### src/rtl/ht_head_wr_arb_pkg.sv
// Shared head-table types for the hash_table block family.
//   BUCKET_WIDTH / HEAD_PTR_WIDTH : head-table address and pointer widths
//   ht_head_wr_req_t              : one head-table write request
//   ht_clr_state_t                : table-clear sequencer states
package hash_table;

  localparam int BUCKET_WIDTH   = 8;
  localparam int HEAD_PTR_WIDTH = 6;

  typedef struct packed {
    logic [BUCKET_WIDTH-1:0]   addr;
    logic [HEAD_PTR_WIDTH-1:0] ptr;
    logic                      ptr_val;
  } ht_head_wr_req_t;

  typedef enum logic [1:0] {
    CLR_IDLE  = 2'd0,
    CLR_DRAIN = 2'd1,
    CLR_CLEAR = 2'd2,
    CLR_DONE  = 2'd3
  } ht_clr_state_t;

endpackage

### src/rtl/ht_head_wr_arb_chk.sv
// Protocol checker for ht_head_wr_arb (simulation assertions only).
//   pipe_in_fire_i/pipe_out_fire_i : pipeline enter/retire pulses
//   ingress_en_i                   : current ingress permit
//   inflight_i                     : in-flight counter value
//   gnt_i, rr_last_i               : arbiter grant and winner history
module ht_head_wr_arb_chk #(
  parameter  int N_REQ      = 2,
  parameter  int INFLIGHT_W = 6,
  localparam int IW         = (N_REQ > 1) ? $clog2(N_REQ) : 1
) (
  input logic                  clk_i,
  input logic                  rst_i,
  input logic                  pipe_in_fire_i,
  input logic                  pipe_out_fire_i,
  input logic                  ingress_en_i,
  input logic [INFLIGHT_W-1:0] inflight_i,
  input logic [N_REQ-1:0]      gnt_i,
  input logic [IW-1:0]         rr_last_i
);

  localparam logic [INFLIGHT_W-1:0] INFL_MAX = '1;

  a_inc_at_max: assert property (@(posedge clk_i) disable iff (rst_i)
    !(pipe_in_fire_i && !pipe_out_fire_i && (inflight_i == INFL_MAX)))
    else $error("in-flight counter incremented at maximum");

  a_dec_at_zero: assert property (@(posedge clk_i) disable iff (rst_i)
    !(pipe_out_fire_i && !pipe_in_fire_i && (inflight_i == '0)))
    else $error("in-flight counter decremented at zero");

  a_in_gated: assert property (@(posedge clk_i) disable iff (rst_i)
    !(pipe_in_fire_i && !ingress_en_i))
    else $error("pipeline ingress while ingress is gated");

  a_gnt_onehot: assert property (@(posedge clk_i) disable iff (rst_i)
    $onehot0(gnt_i))
    else $error("arbiter grant not one-hot");

  a_rr_range: assert property (@(posedge clk_i) disable iff (rst_i)
    (int'(rr_last_i) < N_REQ))
    else $error("arbiter history index out of range");

endmodule

### src/rtl/ht_head_wr_arb_rr_arbiter.sv
// Generic round-robin arbiter, shared by the head- and data-table write ports.
//   clk_i, rst_i : clock, async active-high reset
//   req          : per-requester request vector
//   en           : arbitration enable; no grant while low
//   gnt          : combinational one-hot (or zero) grant
//   rr_last      : index of the most recent winner
module ht_rr_arbiter #(
  parameter  int N  = 2,
  localparam int IW = (N > 1) ? $clog2(N) : 1
) (
  input  logic          clk_i,
  input  logic          rst_i,
  input  logic [N-1:0]  req,
  input  logic          en,
  output logic [N-1:0]  gnt,
  output logic [IW-1:0] rr_last
);

  logic [IW-1:0] rr_last_r;
  logic [IW-1:0] gnt_idx_s;
  logic [IW-1:0] idx_s;
  logic          found_s;

  // Rotating-priority search that starts one slot past the last winner
  always_comb begin
    gnt       = '0;
    gnt_idx_s = rr_last_r;
    idx_s     = '0;
    found_s   = 1'b0;
    for (int k = 1; k <= N; k++) begin
      idx_s = IW'((int'(rr_last_r) + k) % N);
      if (en && req[idx_s] && !found_s) begin
        gnt[idx_s] = 1'b1;
        gnt_idx_s  = idx_s;
        found_s    = 1'b1;
      end else begin
        found_s = found_s;
      end
    end
  end

  // Winner history; resets to N-1 so that requester 0 has first priority
  always_ff @(posedge clk_i or posedge rst_i) begin
    if (rst_i) begin
      rr_last_r <= IW'(N - 1);
    end else if (found_s) begin
      rr_last_r <= gnt_idx_s;
    end else begin
      rr_last_r <= rr_last_r;
    end
  end

  assign rr_last = rr_last_r;

endmodule

### src/rtl/ht_head_wr_arb.sv
// Head-table write-port arbiter and table-clear sequencer.
//   req_valid_i/req_i/req_ready_o : insert(0)/delete(1) write requests, RR arbitrated
//   wr_en_o/wr_addr_o/wr_data_*   : registered head-table write port
//   pipe_in/out_fire_i            : pdata enter/retire pulses for the in-flight count
//   ingress_en_o                  : ingress permit, low while a clear is in progress
//   clear_req_i/clear_ram_run_o/clear_ram_done_i/clear_done_o : clear handshake
//   busy_o                        : clear sequence in progress
module ht_head_wr_arb
  import hash_table::*;
#(
  parameter int N_REQ      = 2,
  parameter int INFLIGHT_W = 6
) (
  input  logic                          clk_i,
  input  logic                          rst_i,
  input  logic [N_REQ-1:0]              req_valid_i,
  input  ht_head_wr_req_t [N_REQ-1:0]   req_i,
  output logic [N_REQ-1:0]              req_ready_o,
  output logic                          wr_en_o,
  output logic [BUCKET_WIDTH-1:0]       wr_addr_o,
  output logic [HEAD_PTR_WIDTH-1:0]     wr_data_ptr_o,
  output logic                          wr_data_ptr_val_o,
  input  logic                          pipe_in_fire_i,
  input  logic                          pipe_out_fire_i,
  output logic                          ingress_en_o,
  input  logic                          clear_req_i,
  output logic                          clear_ram_run_o,
  input  logic                          clear_ram_done_i,
  output logic                          clear_done_o,
  output logic                          busy_o
);

  localparam int                    IW       = (N_REQ > 1) ? $clog2(N_REQ) : 1;
  localparam logic [INFLIGHT_W-1:0] INFL_MAX = '1;

  ht_clr_state_t         state_r;
  logic                  arb_en_s;
  logic [N_REQ-1:0]      gnt_s;
  logic [IW-1:0]         rr_last_s;
  ht_head_wr_req_t       win_req_s;
  logic [INFLIGHT_W-1:0] inflight_r;
  logic                  wr_en_r;
  ht_head_wr_req_t       wr_req_r;
  logic                  ingress_en_r;
  logic                  clear_run_r;
  logic                  clear_done_r;
  logic                  busy_r;

  // New writes are only accepted while no clear is in progress
  assign arb_en_s = (state_r == CLR_IDLE);

  ht_rr_arbiter #(.N(N_REQ)) u_arb (
    .clk_i   (clk_i),
    .rst_i   (rst_i),
    .req     (req_valid_i),
    .en      (arb_en_s),
    .gnt     (gnt_s),
    .rr_last (rr_last_s)
  );

  // AND-OR select of the winning request (grant is one-hot or zero)
  always_comb begin
    win_req_s = '0;
    for (int i = 0; i < N_REQ; i++) begin
      if (gnt_s[i]) begin
        win_req_s = win_req_s | req_i[i];
      end else begin
        win_req_s = win_req_s;
      end
    end
  end

  // Write register: strobe for one cycle per grant, data holds otherwise
  always_ff @(posedge clk_i or posedge rst_i) begin
    if (rst_i) begin
      wr_en_r  <= 1'b0;
      wr_req_r <= '0;
    end else if (|gnt_s) begin
      wr_en_r  <= 1'b1;
      wr_req_r <= win_req_s;
    end else begin
      wr_en_r  <= 1'b0;
    end
  end

  // In-flight pdata counter; saturates instead of wrapping on misuse
  always_ff @(posedge clk_i or posedge rst_i) begin
    if (rst_i) begin
      inflight_r <= '0;
    end else begin
      case ({pipe_in_fire_i, pipe_out_fire_i})
        2'b10: begin
          if (inflight_r != INFL_MAX) inflight_r <= inflight_r + INFLIGHT_W'(1);
          else                        inflight_r <= inflight_r;
        end
        2'b01: begin
          if (inflight_r != '0) inflight_r <= inflight_r - INFLIGHT_W'(1);
          else                  inflight_r <= inflight_r;
        end
        default: inflight_r <= inflight_r;
      endcase
    end
  end

  // Clear sequencer with registered status/pulse outputs
  always_ff @(posedge clk_i or posedge rst_i) begin
    if (rst_i) begin
      state_r      <= CLR_IDLE;
      ingress_en_r <= 1'b1;
      clear_run_r  <= 1'b0;
      clear_done_r <= 1'b0;
      busy_r       <= 1'b0;
    end else begin
      clear_run_r  <= 1'b0;
      clear_done_r <= 1'b0;
      case (state_r)
        CLR_IDLE: begin
          if (clear_req_i) begin
            state_r      <= CLR_DRAIN;
            ingress_en_r <= 1'b0;
            busy_r       <= 1'b1;
          end
        end
        CLR_DRAIN: begin
          // A write granted alongside the clear request must land first
          if ((inflight_r == '0) && !wr_en_r) begin
            state_r     <= CLR_CLEAR;
            clear_run_r <= 1'b1;
          end
        end
        CLR_CLEAR: begin
          if (clear_ram_done_i) begin
            state_r      <= CLR_DONE;
            clear_done_r <= 1'b1;
          end
        end
        CLR_DONE: begin
          state_r      <= CLR_IDLE;
          ingress_en_r <= 1'b1;
          busy_r       <= 1'b0;
        end
        default: begin
          state_r      <= CLR_IDLE;
          ingress_en_r <= 1'b1;
          busy_r       <= 1'b0;
        end
      endcase
    end
  end

  assign req_ready_o       = gnt_s;
  assign wr_en_o           = wr_en_r;
  assign wr_addr_o         = wr_req_r.addr;
  assign wr_data_ptr_o     = wr_req_r.ptr;
  assign wr_data_ptr_val_o = wr_req_r.ptr_val;
  assign ingress_en_o      = ingress_en_r;
  assign clear_ram_run_o   = clear_run_r;
  assign clear_done_o      = clear_done_r;
  assign busy_o            = busy_r;

  ht_head_wr_arb_chk #(.N_REQ(N_REQ), .INFLIGHT_W(INFLIGHT_W)) u_chk (
    .clk_i           (clk_i),
    .rst_i           (rst_i),
    .pipe_in_fire_i  (pipe_in_fire_i),
    .pipe_out_fire_i (pipe_out_fire_i),
    .ingress_en_i    (ingress_en_r),
    .inflight_i      (inflight_r),
    .gnt_i           (gnt_s),
    .rr_last_i       (rr_last_s)
  );

endmodule
### config.mk
export PLATFORM = sky130hd
export DESIGN_NAME = ht_head_wr_arb
export DESIGN_NICKNAME = d
export VERILOG_FILES = /design/src/rtl/ht_head_wr_arb_pkg.sv /design/src/rtl/ht_head_wr_arb_chk.sv /design/src/rtl/ht_head_wr_arb_rr_arbiter.sv /design/src/rtl/ht_head_wr_arb.sv
export SDC_FILE = /design/constraint.sdc
export NUM_CORES = 1
export LEC_CHECK = 0
export BUFFER_PORTS_ARGS = -buffer_cell sky130_fd_sc_hd__buf_2
export CAP_MARGIN = 30
export CORE_MARGIN = 5
export CORE_UTILIZATION = 40
export CTS_BUF_LIST = sky130_fd_sc_hd__clkbuf_8 sky130_fd_sc_hd__clkbuf_16
export DETAILED_ROUTE_END_ITERATION = 16
export PLACE_DENSITY = 0.68
export SLEW_MARGIN = 20
export SYNTH_ARGS = -nofsm -noshare
export SYNTH_HDL_FRONTEND = slang
export SYNTH_SLANG_ARGS = --single-unit
### constraint.sdc
create_clock -name clk_i -period 2.28 [get_ports clk_i]
set_clock_uncertainty 0.15 [all_clocks]
set_input_delay 0.456 -clock clk_i [delete_from_list [all_inputs] [get_ports clk_i]]
set_output_delay 0.456 -clock clk_i [all_outputs]
set_load 0.05 [all_outputs]
==> out/qor.yml, run 1 <==
route:
  first_pass_iters: 5
  antenna_left: 0
  wl_um: 3570
  first_iter_violations: 123
  vias_per_cell: 5.04
  wire_per_inst_um: 13.2
  vias: 1362
  drc: 0
worst_hold_path:
  hold_class: "input port to asynchronous set/reset pin"
sta:
  min_period_ns: 2.15
  slew_headroom: 0.714
  finalHoldViolCount: 0
  setup_slack_ns: 0.129
  rsz0062_at_grt: "no"
  fin_setup_tns_ns: 0
  finalMaxSlewViolations: 0
  tightestPinTransition_ns: 0.429
  clock.fmax_ghz: 0.465
  finalSetupViolCount: 0
  period_share: 0.943
layout:
  drive_gt1_frac: 0.387
  final_core_utilization: 0.560
  finalNetCount: 268
  syn_to_final_growth_pct: 34.4
  final_area_um2: 2080
  antenna_cells: 0
floorplan:
  rows: 22
  die_h_um: 72.2
  dieArea_um2: 5210
  start_util: 0.416
  die_x_um: 72.2
  fp.coreArea_um2: 3720
  io_pins: 60
clock_network:
  post_cts_buffers: 0
  cts_hold_buffers: 0
  clk_latency_ns: 0.27
  cts_tree: "done"
  cts_max_path_buffers: 2
  cts_max_level: 2
  path_clk_slew_ns: 0.06
  cts_sinks: 29
  cts_buffers: 5
  post_cts_resized: 0
  root_buffer: "clkbuf_8"
global_routing:
  grtUsageTotal: 0.141
  antenna_found_initial: 0
  grt_pass1_wl_um: 5800
  grt_pass1_vias: 1282
  grt_start_max_net_pins: 30
  grt-ovfl-total: 0
logic_synthesis:
  syn_area_um2: 1550
  synth_edf_count: 0
  ys_types: 33
  synth_seq_cells: 29
  synth.avg_cell_area_um2: 10.3
  syn-num-nets: 197
  synth_warnings: 0
  synth_top_cell_by_area: "dfrtp_1"
  synth-main-ff-cell: "dfrtp_1"
  synth_top_cell_area_share: 0.437
  synth_common_cells: "dfrtp_1, inv_1, nand2_1, a222oi_1, ha_1"
  async_reset_ff_frac: 1.00
  synthTopCellsByArea: "dfrtp_1, a222oi_1, ha_1, inv_1, nand2_1"
  seq_area_frac_synth: 0.470
  yosysMostFrequentCell: "dfrtp_1"
  synthCells: 150
worst_setup_path:
  arrival_ns: 1.54
  path_delay_family: "buffers and inverters"
  crit_buf_inv: 2
  r2r_slack_ns: 0.23
  cpPeakStageDelay_ns: 0.39
  crit_path_start_kind: "register"
  cp.required_ns: 1.67
  timing.rr.start: "inflight_r[1]"
  crit_type: "register to primary output"
  end_kind: "primary output"
  path_max_fanout: 4
  path_cells: "inv_1 -> ha_1 -> nand2_1 -> a21oi_1 -> buf_2"
  r2r_cells: 5
  crit_slowest_cell: "dfrtp_1"
  cp-startpoint: "state_r[0]"
  rr_endpoint: "state_r[1]"
pwr:
  leakagePower_nw: 1.13
  power_density_nw_per_um2: 1560
  vdd_ir_drop_max_mv: 0.393
place:
  place_area_um2: 1960
  dpl.hpwl_um: 2800
  detailedPlace.worstSlack_ns: 0.0900
  place_congestion: 0.841
  port_buffers: 59
flow_run:
  drv_cap: 0
status:
  status: "completed"
==> cell families after synthesis <==
group,count (synthesis),share of synthesized area
buffers and inverters,34,0.0889
and+or+nand+nor,31,0.108
xor gates and xnor gates,8,0.0453
adders and majority gates,9,0.0728
AOI/OAI and AO/OA,34,0.179
DFF,29,0.470
muxes,5,0.0356
==> area by class of cell <==
cell class / count / area (um^2)
inverters: 26 / 97.6
well taps: 48 / 60.1
clock inverters: 2 / 33.8
multi-input cells: 87 / 682
fillers: 337 / 1640
flip-flops and latches: 29 / 728
repair buffers: 72 / 395
clock buffers: 6 / 82.6
==> worst min-delay path, delay by kind of cell <==
| kind | cells | cell delay (ns) |
|---|---|---|
| buffers and inverters | 3 | 0.46 |
==> stage by stage <==
stage,total power [mW],hold WS [ns],std cells
after floorplan,2.28,0.320,150
after global placement,2.72,0.333,262
after detailed placement,2.74,0.335,262
after CTS,3.29,0.0959,270
after global routing,3.47,0.131,270
final,3.25,0.0900,270
==> where the power goes <==
part / internal (mW) / switching (mW) / leakage [nW]
combinational: 0.639 / 1.16 / 0.709
sequential: 0.773 / 0.154 / 0.355
clock: 0.351 / 0.178 / 0.0626
==> worst max path at each step <==
| stage | end | slack (ns) | depth (start not counted) |
|---|---|---|---|
| after floorplan | inflight_r[4] | 0.10 | 10 |
| after global placement | inflight_r[4] | 0.16 | 10 |
| after detailed placement | inflight_r[4] | 0.09 | 10 |
| after CTS | req_ready_o[1] | 0.09 | 5 |
| after global routing | req_ready_o[1] | 0.02 | 5 |
| final | req_ready_o[0] | 0.13 | 5 |
==> state kept, by name, summed over array words and instances (netlist names) <==
name / flops
u_arb.rr_last: 1
state_r: 2
wr_en_o: 1
clear_ram_run_o: 1
clear_done_o: 1
inflight_r: 6
wr_data_ptr_o: 6
ingress_en_o: 1
wr_data_ptr_val_o: 1
busy_o: 1
wr_addr_o: 8
==> cell usage in the layout (no fill, tap or decap) <==
master,count
nand3_1,1
or4_1,1
and2_1,1
xor2_1,2
a21oi_1,8
nor2_1,3
o221ai_2,1
nor4_1,1
or4_4,1
ha_1,9
or3_4,1
a2bb2oi_1,1
inv_1,27
buf_4,14
mux2_4,1
o32ai_1,2
buf_2,58
o21bai_1,1
nand4bb_1,1
nand4_1,2
bufinv_16,1
clkbuf_8,6
mux2i_1,4
nor3b_1,2
o21ai_1,1
xnor2_1,6
o21ai_2,1
dfrtp_1,27
nand4b_1,1
o211a_1,1
nand2_1,16
o21ai_0,3
dfstp_2,2
a222oi_1,15
==> metal layers <==
layer | vias to the layer above | part of all wire | GRT usage
met3 | 2 | 0.073 | 0.0388
met4 | 0 | 0.0045 | 0.0543
met5 | - | 0 | 0
met2 | 41 | 0.52 | 0.236
met1 | 644 | 0.40 | 0.171
li1 | 675 | - | -
No activity file was read; power rests on OpenSTA's default activity.
==> run 2: changes to the inputs <==
Clock period 2.28 ns to 2.68 ns, I/O delays scaled along.
==> run 2 against run 1 <==
Final area is 3.7% lower. Sequential power is 8.4% lower. Highest routed layer unchanged. Critical path depth stayed put. Final cell count is 3.0% lower. Utilization is 2.1 points lower. Global-route usage is 0.17 points higher. Total power is 19% lower. Flip-flop and latch count stayed put. First-iteration DRC count is 4.1% higher.
==> out/qor.yml, run 2 (synthesized netlist as in run 1, its figures left out) <==
pwr:
  leakagePower_nw: 1.08
  power_density_nw_per_um2: 1310
  vdd_ir_drop_max_mv: 0.413
  seq_power_share: 0.324
  netSwitchingPower_mw: 1.26
  combPwrFrac: 0.529
  clockPowerShare: 0.148
  switching_share: 0.480
  p_total_mw: 2.62
  internal_power_mw: 1.36
worst_setup_path:
  path_delay_family: "buffers and inverters"
  crit_buf_inv: 2
  path_cells: "inv_1 -> ha_1 -> nand2_1 -> a21oi_1 -> buf_2"
  r2r_slack_ns: 0.50
  crit_slowest_cell: "dfrtp_1"
  crit_cells: 5
  arrival_ns: 1.70
  cp.required_ns: 1.99
  cpPeakStageDelay_ns: 0.40
  r2r_cells: 5
  end_kind: "primary output"
  crit_path_start_kind: "register"
  crit_type: "register to primary output"
  path_max_fanout: 6
place:
  place_congestion: 0.731
  dp.cells: 254
  place_area_um2: 1900
  dpl.hpwl_um: 2740
  detailedPlace.worstSlack_ns: 0.381
  port_buffers: 59
floorplan:
  die_x_um: 72.2
  rows: 22
  fp.coreArea_um2: 3720
  io_pins: 60
  die_h_um: 72.2
  dieArea_um2: 5210
  start_util: 0.416
clock_network:
  cts_hold_buffers: 0
  clk_latency_ns: 0.27
  post_cts_buffers: 0
  cts_max_level: 2
  cts_sinks: 29
  cts_tree: "done"
  cts_max_path_buffers: 2
  cts_buffers: 5
  path_clk_slew_ns: 0.06
  root_buffer: "clkbuf_8"
  post_cts_resized: 0
route:
  wl_um: 3620
  first_pass_iters: 7
  vias: 1351
  wire_per_inst_um: 13.8
  first_iter_violations: 128
  vias_per_cell: 5.16
  drc: 0
  antenna_left: 0
layout:
  finalNetCount: 260
  drive_gt1_frac: 0.369
  final_cell_mix: "buf_2, dfrtp_1, inv_1, nand2_1, a222oi_1"
  largest_reg_flops: 8
  syn_to_final_growth_pct: 29.3
  stdcell_count: 262
  layout_commonest_cell: "buf_2"
  final_area_um2: 2000
  antenna_cells: 0
global_routing:
  grt_pass1_vias: 1273
  grt-ovfl-total: 0
  grt_pass1_wl_um: 5900
  grtUsageTotal: 0.142
  antenna_found_initial: 0
  grt_start_max_net_pins: 19
sta:
  period_share: 0.889
  tightestPinTransition_ns: 0.663
  slew_headroom: 0.557
  finalSetupViolCount: 0
  min_period_ns: 2.38
  clock.fmax_ghz: 0.420
  fin_setup_tns_ns: 0
  finalHoldViolCount: 0
  rsz0062_at_grt: "no"
  finalMaxSlewViolations: 0
  setup_slack_ns: 0.296
status:
  status: "completed"
flow_run:
  drv_cap: 0
worst_hold_path:
  hold_class: "input port to asynchronous set/reset pin"
[run 2: cell count changes in the layout (fill, tap and decap cells not counted), sizes merged]
cell | before | now
bufinv | 1 | 0
clkinv | 0 | 1
buf | 72 | 64
clkbuf | 6 | 7
inv | 27 | 26
[run 2: final cells by class]
class                           count  area [um^2]
Sequential cell                    29          728
Timing Repair Buffer               64          333
Tap cell                           48         60.1
Inverter                           26         97.6
Clock buffer                        7         96.3
Clock inverter                      1         5.00
Multi-Input combinational cell     87          682
Fill cell                         349         1710
[run 2: path summary, 6_finish.rpt]
kind,start,to
max,state_r[0],req_ready_o[1]
min,rst_i,inflight_r[5]
max reg2reg,inflight_r[1],state_r[1]
min reg2reg,wr_en_o,clear_ram_run_o
max in group asynchronous,rst_i,wr_addr_o[3]
min in group clk_i,req_i[2],wr_data_ptr_o[1]
[run 2: power by group through the flow]
stage | combinational [mW] | clock [mW] | sequential (mW)
floorplan | 0.705 | 0 | 1.24
global placement | 1.38 | 0 | 0.849
detailed placement | 1.40 | 0 | 0.855
CTS | 1.40 | 0.403 | 0.848
global route | 1.50 | 0.423 | 0.887
finish | 1.39 | 0.388 | 0.849
[run 2: stage by stage]
| step | util | hold slack, ns |
|---|---|---|
| after floorplan | - | 0.320 |
| after global placement | 0.511 | 0.331 |
| after detailed placement | 0.511 | 0.339 |
| after CTS | 0.539 | 0.229 |
| after global routing | 0.539 | 0.285 |
| final | 0.539 | 0.201 |
[run 2: per-layer routing]
layer / vias up / GRT usage / share of wire
li1: 664 / - / -
met2: 51 / 0.218 / 0.46
met4: 0 / 0.0543 / 0.0080
met5: - / 0 / 0
met1: 634 / 0.193 / 0.44
met3: 2 / 0.0360 / 0.091
